File: src/rtl/pipe_pkg.sv
// Shared types for the pipeline sequencer: per-stage payload and the bubble encoding.
package pipe_pkg;

  localparam int unsigned INSTR_W = 30;
  localparam int unsigned PC_W    = 32;

  // instr[31:2] of addi x0,x0,0
  localparam logic [INSTR_W-1:0] NOP = 30'h4;

  typedef struct packed {
    logic               valid;
    logic [INSTR_W-1:0] instr;
    logic [PC_W-1:0]    pc;
  } stage_t;

endpackage

File: src/rtl/pipe_stage_reg.sv
// One pipeline stage register: holds, loads the upstream payload, or loads a bubble.
module pipe_stage_reg
  import pipe_pkg::*;
#(
  parameter logic [INSTR_W-1:0] BUBBLE_INSTR = NOP
) (
  input  logic   clk,
  input  logic   rst_n,
  input  logic   load,
  input  logic   bubble,
  input  stage_t d,
  output stage_t q
);

  stage_t q_q;
  stage_t q_d;

  // A bubble keeps the old PC so the stage still carries a meaningful address.
  always_comb begin
    q_d = q_q;
    if (load) begin
      if (bubble) begin
        q_d.valid = 1'b0;
        q_d.instr = BUBBLE_INSTR;
      end else begin
        q_d = d;
      end
    end
  end

  always_ff @(posedge clk) begin
    if (!rst_n) begin
      q_q <= '{valid: 1'b0, instr: BUBBLE_INSTR, pc: '0};
    end else begin
      q_q <= q_d;
    end
  end

  assign q = q_q;

endmodule

File: src/rtl/pipe_ctrl.sv
// Parametrised pipeline sequencer: stage state, backward stall chain, flush bubbles, retire.
// Optional performance counters are built only when PIPE_PERF_EN is defined.
module pipe_ctrl #(
  parameter int unsigned XLEN       = 32,
  parameter int unsigned STAGES     = 4,
  parameter int unsigned JUMP_STAGE = 2,
  parameter logic [29:0] NOP        = 30'h4
) (
  input  logic                   clk,
  input  logic                   rst_n,
  input  logic                   fetch_valid,
  input  logic [29:0]            fetch_instr,
  input  logic [XLEN-1:0]        fetch_pc,
  output logic                   fetch_ready,
  input  logic [STAGES-1:0]      stalled,
  input  logic                   flush,
  output logic                   flush_ack,
  output logic [STAGES-1:0]      stall,
  output logic [STAGES-1:0]      stage_valid,
  output logic [STAGES*30-1:0]   stage_instr,
  output logic [STAGES*XLEN-1:0] stage_pc,
  output logic                   retire_valid,
  output logic [XLEN-1:0]        retire_pc,
  output logic [31:0]            perf_retired,
  output logic [31:0]            perf_stalls
);

  import pipe_pkg::*;

  stage_t stage_q [STAGES];
  stage_t fetch_d;

  // A stall anywhere downstream freezes every older-to-younger stage above it.
  always_comb begin
    stall = '0;
    stall[STAGES-1] = stalled[STAGES-1];
    for (int k = int'(STAGES) - 2; k >= 0; k--) begin
      stall[k] = stalled[k] | stall[k+1];
    end
  end

  assign fetch_ready = ~stall[0];
  assign flush_ack   = flush & ~stall[JUMP_STAGE];

  always_comb begin
    fetch_d.valid = fetch_valid;
    fetch_d.instr = fetch_valid ? fetch_instr : NOP;
    fetch_d.pc    = PC_W'(fetch_pc);
  end

  for (genvar k = 0; k < STAGES; k++) begin : g_stage
    logic   kill_c;
    logic   load_c;
    logic   bubble_c;
    stage_t d_c;

    // Stages younger than the resolving jump are squashed even if they asked to stall.
    if (k < JUMP_STAGE) begin : g_kill
      assign kill_c = flush_ack;
    end else begin : g_keep
      assign kill_c = 1'b0;
    end

    assign load_c = ~stall[k] | kill_c;

    if (k == 0) begin : g_head
      assign bubble_c = kill_c;
      assign d_c      = fetch_d;
    end else begin : g_body
      assign bubble_c = kill_c | stall[k-1];
      assign d_c      = stage_q[k-1];
    end

    pipe_stage_reg #(
      .BUBBLE_INSTR(NOP)
    ) u_reg (
      .clk    (clk),
      .rst_n  (rst_n),
      .load   (load_c),
      .bubble (bubble_c),
      .d      (d_c),
      .q      (stage_q[k])
    );

    assign stage_valid[k]             = stage_q[k].valid;
    assign stage_instr[30*k +: 30]    = stage_q[k].instr;
    assign stage_pc[XLEN*k +: XLEN]   = XLEN'(stage_q[k].pc);
  end

  assign retire_valid = stage_q[STAGES-1].valid & ~stall[STAGES-1];
  assign retire_pc    = XLEN'(stage_q[STAGES-1].pc);

`ifdef PIPE_PERF_EN
  logic [31:0] retired_q;
  logic [31:0] retired_d;
  logic [31:0] stalls_q;
  logic [31:0] stalls_d;

  always_comb begin
    retired_d = retired_q + 32'(retire_valid);
    stalls_d  = stalls_q + 32'(stall[0]);
  end

  always_ff @(posedge clk) begin
    if (!rst_n) begin
      retired_q <= '0;
      stalls_q  <= '0;
    end else begin
      retired_q <= retired_d;
      stalls_q  <= stalls_d;
    end
  end

  assign perf_retired = retired_q;
  assign perf_stalls  = stalls_q;
`else
  assign perf_retired = '0;
  assign perf_stalls  = '0;
`endif

endmodule
File: config.mk
export PLATFORM = sky130hd
export DESIGN_NAME = pipe_ctrl
export DESIGN_NICKNAME = d
export VERILOG_FILES = /design/src/rtl/pipe_pkg.sv /design/src/rtl/pipe_stage_reg.sv /design/src/rtl/pipe_ctrl.sv
export SDC_FILE = /design/constraint.sdc
export NUM_CORES = 1
export LEC_CHECK = 0
export BUFFER_PORTS_ARGS = -buffer_cell sky130_fd_sc_hd__buf_4
export CAP_MARGIN = 20
export CORE_UTILIZATION = 30
export CTS_BUF_LIST = sky130_fd_sc_hd__clkbuf_4
export CTS_CLUSTER_SIZE = 14
export DETAILED_ROUTE_END_ITERATION = 12
export GPL_TIMING_DRIVEN = 0
export PLACE_DENSITY_LB_ADDON = 0.15
export SLEW_MARGIN = 5
export SYNTH_ARGS = -nofsm -noshare
export SYNTH_HDL_FRONTEND = slang
export SYNTH_SLANG_ARGS = --single-unit
File: constraint.sdc
create_clock -name clk -period 1.05 [get_ports clk]
set_input_delay 0.0525 -clock clk [delete_from_list [all_inputs] [get_ports clk]]
set_output_delay 0.0525 -clock clk [all_outputs]
set_load 0.03 [all_outputs]
Word level (Yosys, flattened, before mapping) --
Cells that the tools add are included.
Operators by class: add/sub/neg operators 0, multiply operators 0, div/mod/pow operators 0, order comparisons 0, eq/ne operators 0, shifts and indexed selects 0, muxes and demuxes 5, bitwise gates (word level) 14, reduce and logical (&&, ||, !) cells 4
Operators by type and width (number):
- 2-to-1 mux 31 bit | 4
- 2-to-1 mux 30 bit | 1
- AND reduction 2 bit | 4
- inverter 1 bit | 6
- OR 1 bit | 6
- AND 1 bit | 2
Word-level totals: register bits after elaboration 252, bits in latches 0, RAM bits 0, bits in read-only memories 0, bits of input ports 70, output and inout port bits 355, memories kept 0

Logic depth before layout (Yosys ltp) --
Gate-level depths: netlist of run 1.
depth after elaboration 6, mapped depth 7, gate-level depth less buffers 4

Hierarchy --
A second synthesis of run 1 with hierarchy kept.
Second synthesis, totals: cell total of the unflattened synthesis 1258, area total of the unflattened synthesis 11169.5 sq um
Modules (own cells, without submodules):
- pipe_stage_reg | instances 4, cells each 278, area each 2536.2 sq um, sequential area each 1261.2 sq um
- pipe_ctrl | instances 1, cells each 146, area each 1024.7 sq um, sequential area each 0.0 sq um

Worst setup path after synthesis of run 1 --
Ideal clock, no wire load.
path type input to output, start input port stalled[2], end output port stall[0], data arrival time 1.462 ns, required time 0.998 ns, setup slack -0.465 ns, cell stages on the path 7, cells stage by stage buf_4 nor3_4 buf_4 inv_2 buf_2 nor2_1 inv_1
On the way: longest elaborated chain between the ends 3
RTL lines:
- from (decl) | RTL line pipe_ctrl.sv:15 | input logic [STAGES-1:0] stalled,
- OR 1 bit (2 in series) | RTL line pipe_ctrl.sv:38 | stall[k] = stalled[k] | stall[k+1];
- net g_stage[2].bubble_c | RTL line pipe_ctrl.sv:54 | logic bubble_c;
- OR 1 bit | RTL line pipe_ctrl.sv:38
- to (decl) | RTL line pipe_ctrl.sv:18 | output logic [STAGES-1:0] stall,
The timed path passes the listed nets, and every way through them passes these cells.

Final worst setup path of run 1 --
start register g_stage[3].u_reg.q_q (netlist bit g_stage[3].u_reg.q[13]), end output port stage_pc[109]
RTL lines:
- from (decl) | RTL line pipe_stage_reg.sv:15 | stage_t q_q;
- from (signal assigned) | RTL line pipe_stage_reg.sv:33 | q_q <= '{valid: 1'b0, instr: BUBBLE_INSTR, pc: '0};
- from (signal assigned) | RTL line pipe_stage_reg.sv:35 | q_q <= q_d;
- to (decl) | RTL line pipe_ctrl.sv:21 | output logic [STAGES*XLEN-1:0] stage_pc,
No word-level cell between the ends.

==> reports/metrics.cfg, run 1 <==
[status]
status = finished, violations left
violations = setup timing

[sta]
fmax_mhz = 753
rsz0062_at_grt = yes
tightestPinTransition_ns = 0.679
finalCriticalPeriod_ns = 1.33
layout_setup_ws_ns = -0.278
final.setup_skew_ns = 0.0489
hold_viol_final = 0
relSlewSlack_pct = 54.7
slew_violations = 0
finalSetupViolations = 291
holdWs_ns = 0.0799
final.period_utilization_pct = 126

[critical_path]
crit_path_cell_trace = buf_6 -> buf_6
crit_slowest_cell = dfxtp_4
path_class = reg -> out
r2r-end = g_stage[3].u_reg.q[48]
startpoint_type = flip-flop
crit_fanout = 3
endpoint_kind = output pin
cpMostUsedCell = buf_6
rr_startpoint = g_stage[2].u_reg.q[48]
required_ns = 1.00
cp_data_arrival_time_ns = 1.28
ff2ff_setup_slack_ns = 0.03
cpPeakStageDelay_ns = 0.36
reg2reg_depth = 5

[synthesis]
synth_cells = 1079
ys.flop_type = dfxtp_1
synthArstFlopShare_pct = 0
synth_seq_area_share_pct = 52.2
synth-seq-cells = 252
avgSynthCellArea_um2 = 8.95
yosysWarnings = 0
synth-edff-count = 0
synth_cell_types = 30
synth_area_um2 = 9660

[floorplan]
core_area_um2 = 31600
io-pin-count = 425
die_y_um = 181
dieArea_um2 = 32900
die_w_um = 181
placementRows = 65
start_util_pct = 30.5

[hold_path]
worstHoldPathType = in -> reg
whs_endpoint = g_stage[1].u_reg.q[0]
worstHoldPathCells = 6
worstHoldStart = stalled[1]

[finish]
drive_gt1_share_pct = 56.1
nFillCells = 2899
final_cell_mix = buf_4, buf_6, nand2_1
final_nets = 1902
largest_reg_flops = 252
layout_commonest_cell = buf_4
utilization_pct = 56.1
syn2layout_area_growth_pct = 83.9

[placed_design]
place_congestion = 0.802
io_buffers = 358
place_hpwl_um = 25300
dp_slack_ns = -0.537

[clocking]
cts_tree = built
clkLatencyLatePin_ns = 0.67
clk_pin_slew_ns = 0.07
cts_buffer_depth = 3
clock_sinks = 252
clockRootBuffer = clkbuf_4
cts_buffers = 71
htree_levels = 3

[grt]
grt_first_pass_wirelength_um = 57500
antenna_found_initial = 3
grt_pass1_vias = 10200
overflow = 0
grt_use_total_pct = 22.6
grt_max_degree = 12

[detailed_routing]
firstDrtPassIters = 4
routed_via_density = 4.48
drt_wl_total_um = 38400
dr.first_iter.drc_count = 332
ant_nets = 0
num_vias = 10200
wl_per_cell_um = 16.8
drc = 0

[power_and_ir_drop]
ir_drop_mv = 0.740
powerDensity_nw_per_um2 = 1140
p_leak_uw = 0.00842

[job]
cap_viol_max_count = 0

==> cell usage after synthesis (2+ instances only) <==
master    count  area share, %
buf_4       103            8.0
dfxtp_1     252             52
nor3b_1      30            2.3
inv_1         2          0.078
nor2b_1       2           0.13
clkbuf_1     32            1.2
mux2i_1      64            6.6
nor2_1       63            2.4
buf_6         5           0.58
a21oi_1      94            4.9
a22o_1       30            2.7
o22ai_1      31            2.0
a22oi_1      30            2.3
nand2b_1      2           0.13
nand2_1     285             11
buf_1         6           0.23
inv_2         3           0.12
buf_2        33            1.7
==> worst max-delay path: cells and delay by family, from the launching register on <==
family / cells / cell delay (ns)
buffers and inverters: 2 / 0.23
flip-flops: 1 / 0.36
==> power by group <==
part | switching (µW) | total (µW) | internal (µW)
sequential | 18.6 | 9530 | 9510
combinational | 1160 | 1920 | 766
clock | 4160 | 8780 | 4630
==> routing by layer <==
metal | global-route usage, % | routed length, µm
met1 | 26.7 | 16100
met3 | 6.34 | 2520
met4 | 8.81 | 1140
met2 | 38.8 | 18600
met5 | 0 | 0
==> cell type report <==
cell class	count	area, µm²	area share, %
antenna	4	10.0	0.0563
buffer	177	1290	7.29
timing repair buffer	619	5920	33.3
tap	402	503	2.83
clock buffer	101	758	4.27
multi-input combinational	706	3720	20.9
sequential	252	5430	30.6
inverter	5	38.8	0.218
clock inverter	14	86.3	0.486
==> how the worst max path moves through the flow <==
stage / slack (ns) / endpoint / depth (start not counted) / startpoint
2_1_floorplan: -0.03 / stall[0] / 7 / stalled[2]
3_3_place_gp: -0.51 / g_stage[0].u_reg.q[29] / 5 / rst_n
3_5_place_dp: -0.54 / g_stage[0].u_reg.q[29] / 5 / rst_n
4_1_cts: -0.33 / retire_valid / 2 / g_stage[3].u_reg.q[62]
5_1_grt: -0.36 / stage_pc[109] / 2 / g_stage[3].u_reg.q[13]
6_report: -0.28 / stage_pc[109] / 2 / g_stage[3].u_reg.q[13]
==> kinds of logic (layout without fill, tap and decap cells) <==
family	count (synthesis)	after routing	synth area share, %
other cells	1	68	0.0388
simple gates	388	388	16.8
compound gates	190	190	12.3
buf+inv	184	916	12.0
flops	252	252	52.2
mux	64	64	6.63
==> timing repair <==
action	in CTS	in global routing
pin swaps	3	1
resized for setup	597	25
hold buffers	79	0
hold endpoints to repair	90	0
setup endpoints to repair	290	372
buffers inserted	155	27
==> through the flow <==
step | total power [µW] | cells | setup TNS [ns] | instance area [µm²]
final | 20200 | 2280 | -38.77 | 17800
after global routing | 21200 | 2279 | -62.93 | 17800
after CTS | 20500 | 2249 | -61.72 | 17500
after global placement | 11400 | 1902 | -85.10 | 13100
after floorplan | 10900 | 1142 | -0.0305 | 9930
after detailed placement | 11400 | 1902 | -87.15 | 13100
Note: power is estimated with default switching activity, not from simulation.
==> inputs of run 2 (changes only) <==
CORE_AREA = 2 2 165 167   (was not set)
CORE_UTILIZATION = not set   (was 30)
DIE_AREA = 0 0 167 169   (was not set)
GPL_TIMING_DRIVEN = 1   (was 0)
==> run 2 against run 1 <==
- the run ends with hold timing, setup timing left
- sequential power about the same
- sequential cell count is the same
- maximum frequency increased by 0.56%
- utilization up 10 points
- via count is 1.7% lower
- die area is 14% lower
- register-to-register slack about the same
- clock power increased by 4.0%
- clock-buffer cell count increased by 5
- non-clock buffer count down 81
- critical path depth is the same
==> reports/metrics.cfg, run 2 (synthesized netlist as in run 1, its figures left out) <==
[status]
status = finished, violations left
violations = hold timing, setup timing

[sta]
relSlewSlack_pct = 59.7  ; +4.9 points
tightestPinTransition_ns = 0.603  ; -0.0762 ns
finalSetupViolations = 295  ; +1.4%
finalCriticalPeriod_ns = 1.32  ; -0.00736 ns
layout_setup_ws_ns = -0.270  ; +0.00736 ns
holdWs_ns = -0.0818  ; -0.162 ns
slew_violations = 0  ; unchanged
final.period_utilization_pct = 126  ; -0.70 points
hold_viol_final = 32  ; +32
fmax_mhz = 757  ; +0.56%
final.setup_skew_ns = 0.0384  ; -0.0105 ns
rsz0062_at_grt = yes

[critical_path]
rr_startpoint = g_stage[2].u_reg.q[32]
crit_path_cell_trace = nor2b_4 -> buf_6
crit_slowest_cell = dfxtp_2
startpoint_type = flip-flop
cpPeakStageDelay_ns = 0.35  ; about the same
path_buf_inv = 1  ; -1
endpoint_kind = output pin
critPathTopFamily = flip-flops
path_class = reg -> out
crit_start = g_stage[3].u_reg.q[62]
crit_fanout = 3  ; unchanged
cp_data_arrival_time_ns = 1.27  ; about the same
required_ns = 1.00  ; about the same

[detailed_routing]
drc = 0  ; unchanged
drt_wl_total_um = 34800  ; -9.4%
dr_wl_met3_um = 2350  ; -6.6%
routed_via_density = 4.68  ; +4.6%
ant_nets = 0  ; unchanged
drt-met1-wl_um = 13700  ; -15%
dr.first_iter.drc_count = 474  ; +43%
wl_per_cell_um = 16.2  ; -3.5%
dr.max_layer_used = met4
num_vias = 10000  ; -1.7%
firstDrtPassIters = 4  ; unchanged
met2_length_um = 17400  ; -6.2%

[finish]
seqCellArea_um2 = 5440  ; +0.14%
drive_gt1_share_pct = 53.2  ; -2.9 points
layout_commonest_cell = buf_6
largest_reg_flops = 252  ; unchanged
final_area_um2 = 17500  ; -1.3%
final_cell_mix = buf_6, nand2_1, buf_4
syn2layout_area_growth_pct = 81.5
final_nets = 1819  ; -4.4%
multi_input_area_um2 = 3720  ; about the same
nFillCells = 2078  ; -28%

[clocking]
clock_sinks = 252  ; unchanged
clkLatencyLatePin_ns = 0.65  ; -0.02 ns
cts_tree = built
clk_pin_slew_ns = 0.06  ; about the same
htree_levels = 3  ; unchanged
cts_buffer_depth = 3  ; unchanged
cts_buffers = 69  ; -2.8%
clockRootBuffer = clkbuf_4

[floorplan]
die_w_um = 167  ; -8.0%
placementRows = 60  ; -7.7%
dieArea_um2 = 28200  ; -14%
die_y_um = 169  ; -6.8%
start_util_pct = 36.4  ; +5.9 points
core_area_um2 = 26500  ; -16%
io-pin-count = 425  ; unchanged

[power_and_ir_drop]
ir_drop_mv = 0.886  ; +20%
powerDensity_nw_per_um2 = 1170  ; +2.9%
p_total_uw = 20500  ; +1.5%
p_leak_uw = 0.00809  ; -3.9%

[grt]
grt_first_pass_wirelength_um = 53300  ; -7.3%
overflow = 0  ; unchanged
antenna_found_initial = 3  ; unchanged
grt_max_degree = 66  ; +54
grt_pass1_vias = 10200  ; -0.35%
grt_use_total_pct = 23.6  ; +0.95 points

[placed_design]
place_congestion = 0.784  ; -2.3%
place_hpwl_um = 20400  ; -19%
io_buffers = 360  ; +0.56%
postPlaceCellArea_um2 = 12500  ; -4.9%
dp_slack_ns = -0.143  ; +0.394 ns

[hold_path]
worstHoldStart = rst_n
worstHoldPathType = in -> reg

[job]
cap_viol_max_count = 0  ; unchanged

-- run 2: worst paths after layout --
check / end / slack, ns / depth (start not counted)
worst min-delay path: g_stage[3].u_reg.q[34] / -0.08 / 3
worst min register to register: g_stage[3].u_reg.q[16] / 0.47 / 2
worst max-delay path: retire_valid / -0.27 / 2
worst max register to register: g_stage[3].u_reg.q[32] / 0.04 / 5
-- run 2: worst register-to-register path: cells and delay by family, from the launching register on --
kind,cells,cell delay [ns]
flip-flops,1,0.33
AO/OA/AOI/OAI,1,0.15
AND/OR/NAND/NOR,2,0.19
buffers and inverters,2,0.25
-- run 2: repair_timing --
item	in CTS	in global routing
resized for setup	559	17
pin swaps	1	2
buffers inserted	145	30
hold buffers	133	1
endpoints found under the setup margin	288	319
endpoints found under the hold margin	173	48
gates cloned	0	0
-- run 2: metrics by stage --
step / TNS (ns) / util [%] / instances
after floorplan: -0.0305 / - / 1142
after global placement: -15.96 / 47.1 / 1711
after detailed placement: -18.31 / 47.1 / 1711
after CTS: -56.12 / 65.1 / 2109
after global routing: -59.72 / 66.1 / 2142
final: -36.29 / 66.1 / 2142
-- run 2: area by class of cell --
cell class,count,area share [%]
clock inverters,14,0.607
clock buffers,106,4.54
repair buffers,715,40.0
inverters,5,0.164
diodes,3,0.0428
flip-flops and latches,252,31.0
multi-input cells,706,21.2
well taps,341,2.43
-- run 2: power by group --
part | switching, µW | leakage, µW | internal [µW] | total (µW)
sequential | 18.5 | 0.00217 | 9500 | 9520
combinational | 1080 | 0.00538 | 811 | 1890
clock | 4050 | 0.000542 | 5070 | 9130
total | 5160 | 0.00809 | 15400 | 20500
-- run 2: per-layer routing --
layer	vias to the layer above	track usage [%]
li1	4826	-
met1	4733	26.5
met2	388	41.1
met3	83	6.66
met4	0	11.6
met5	-	0
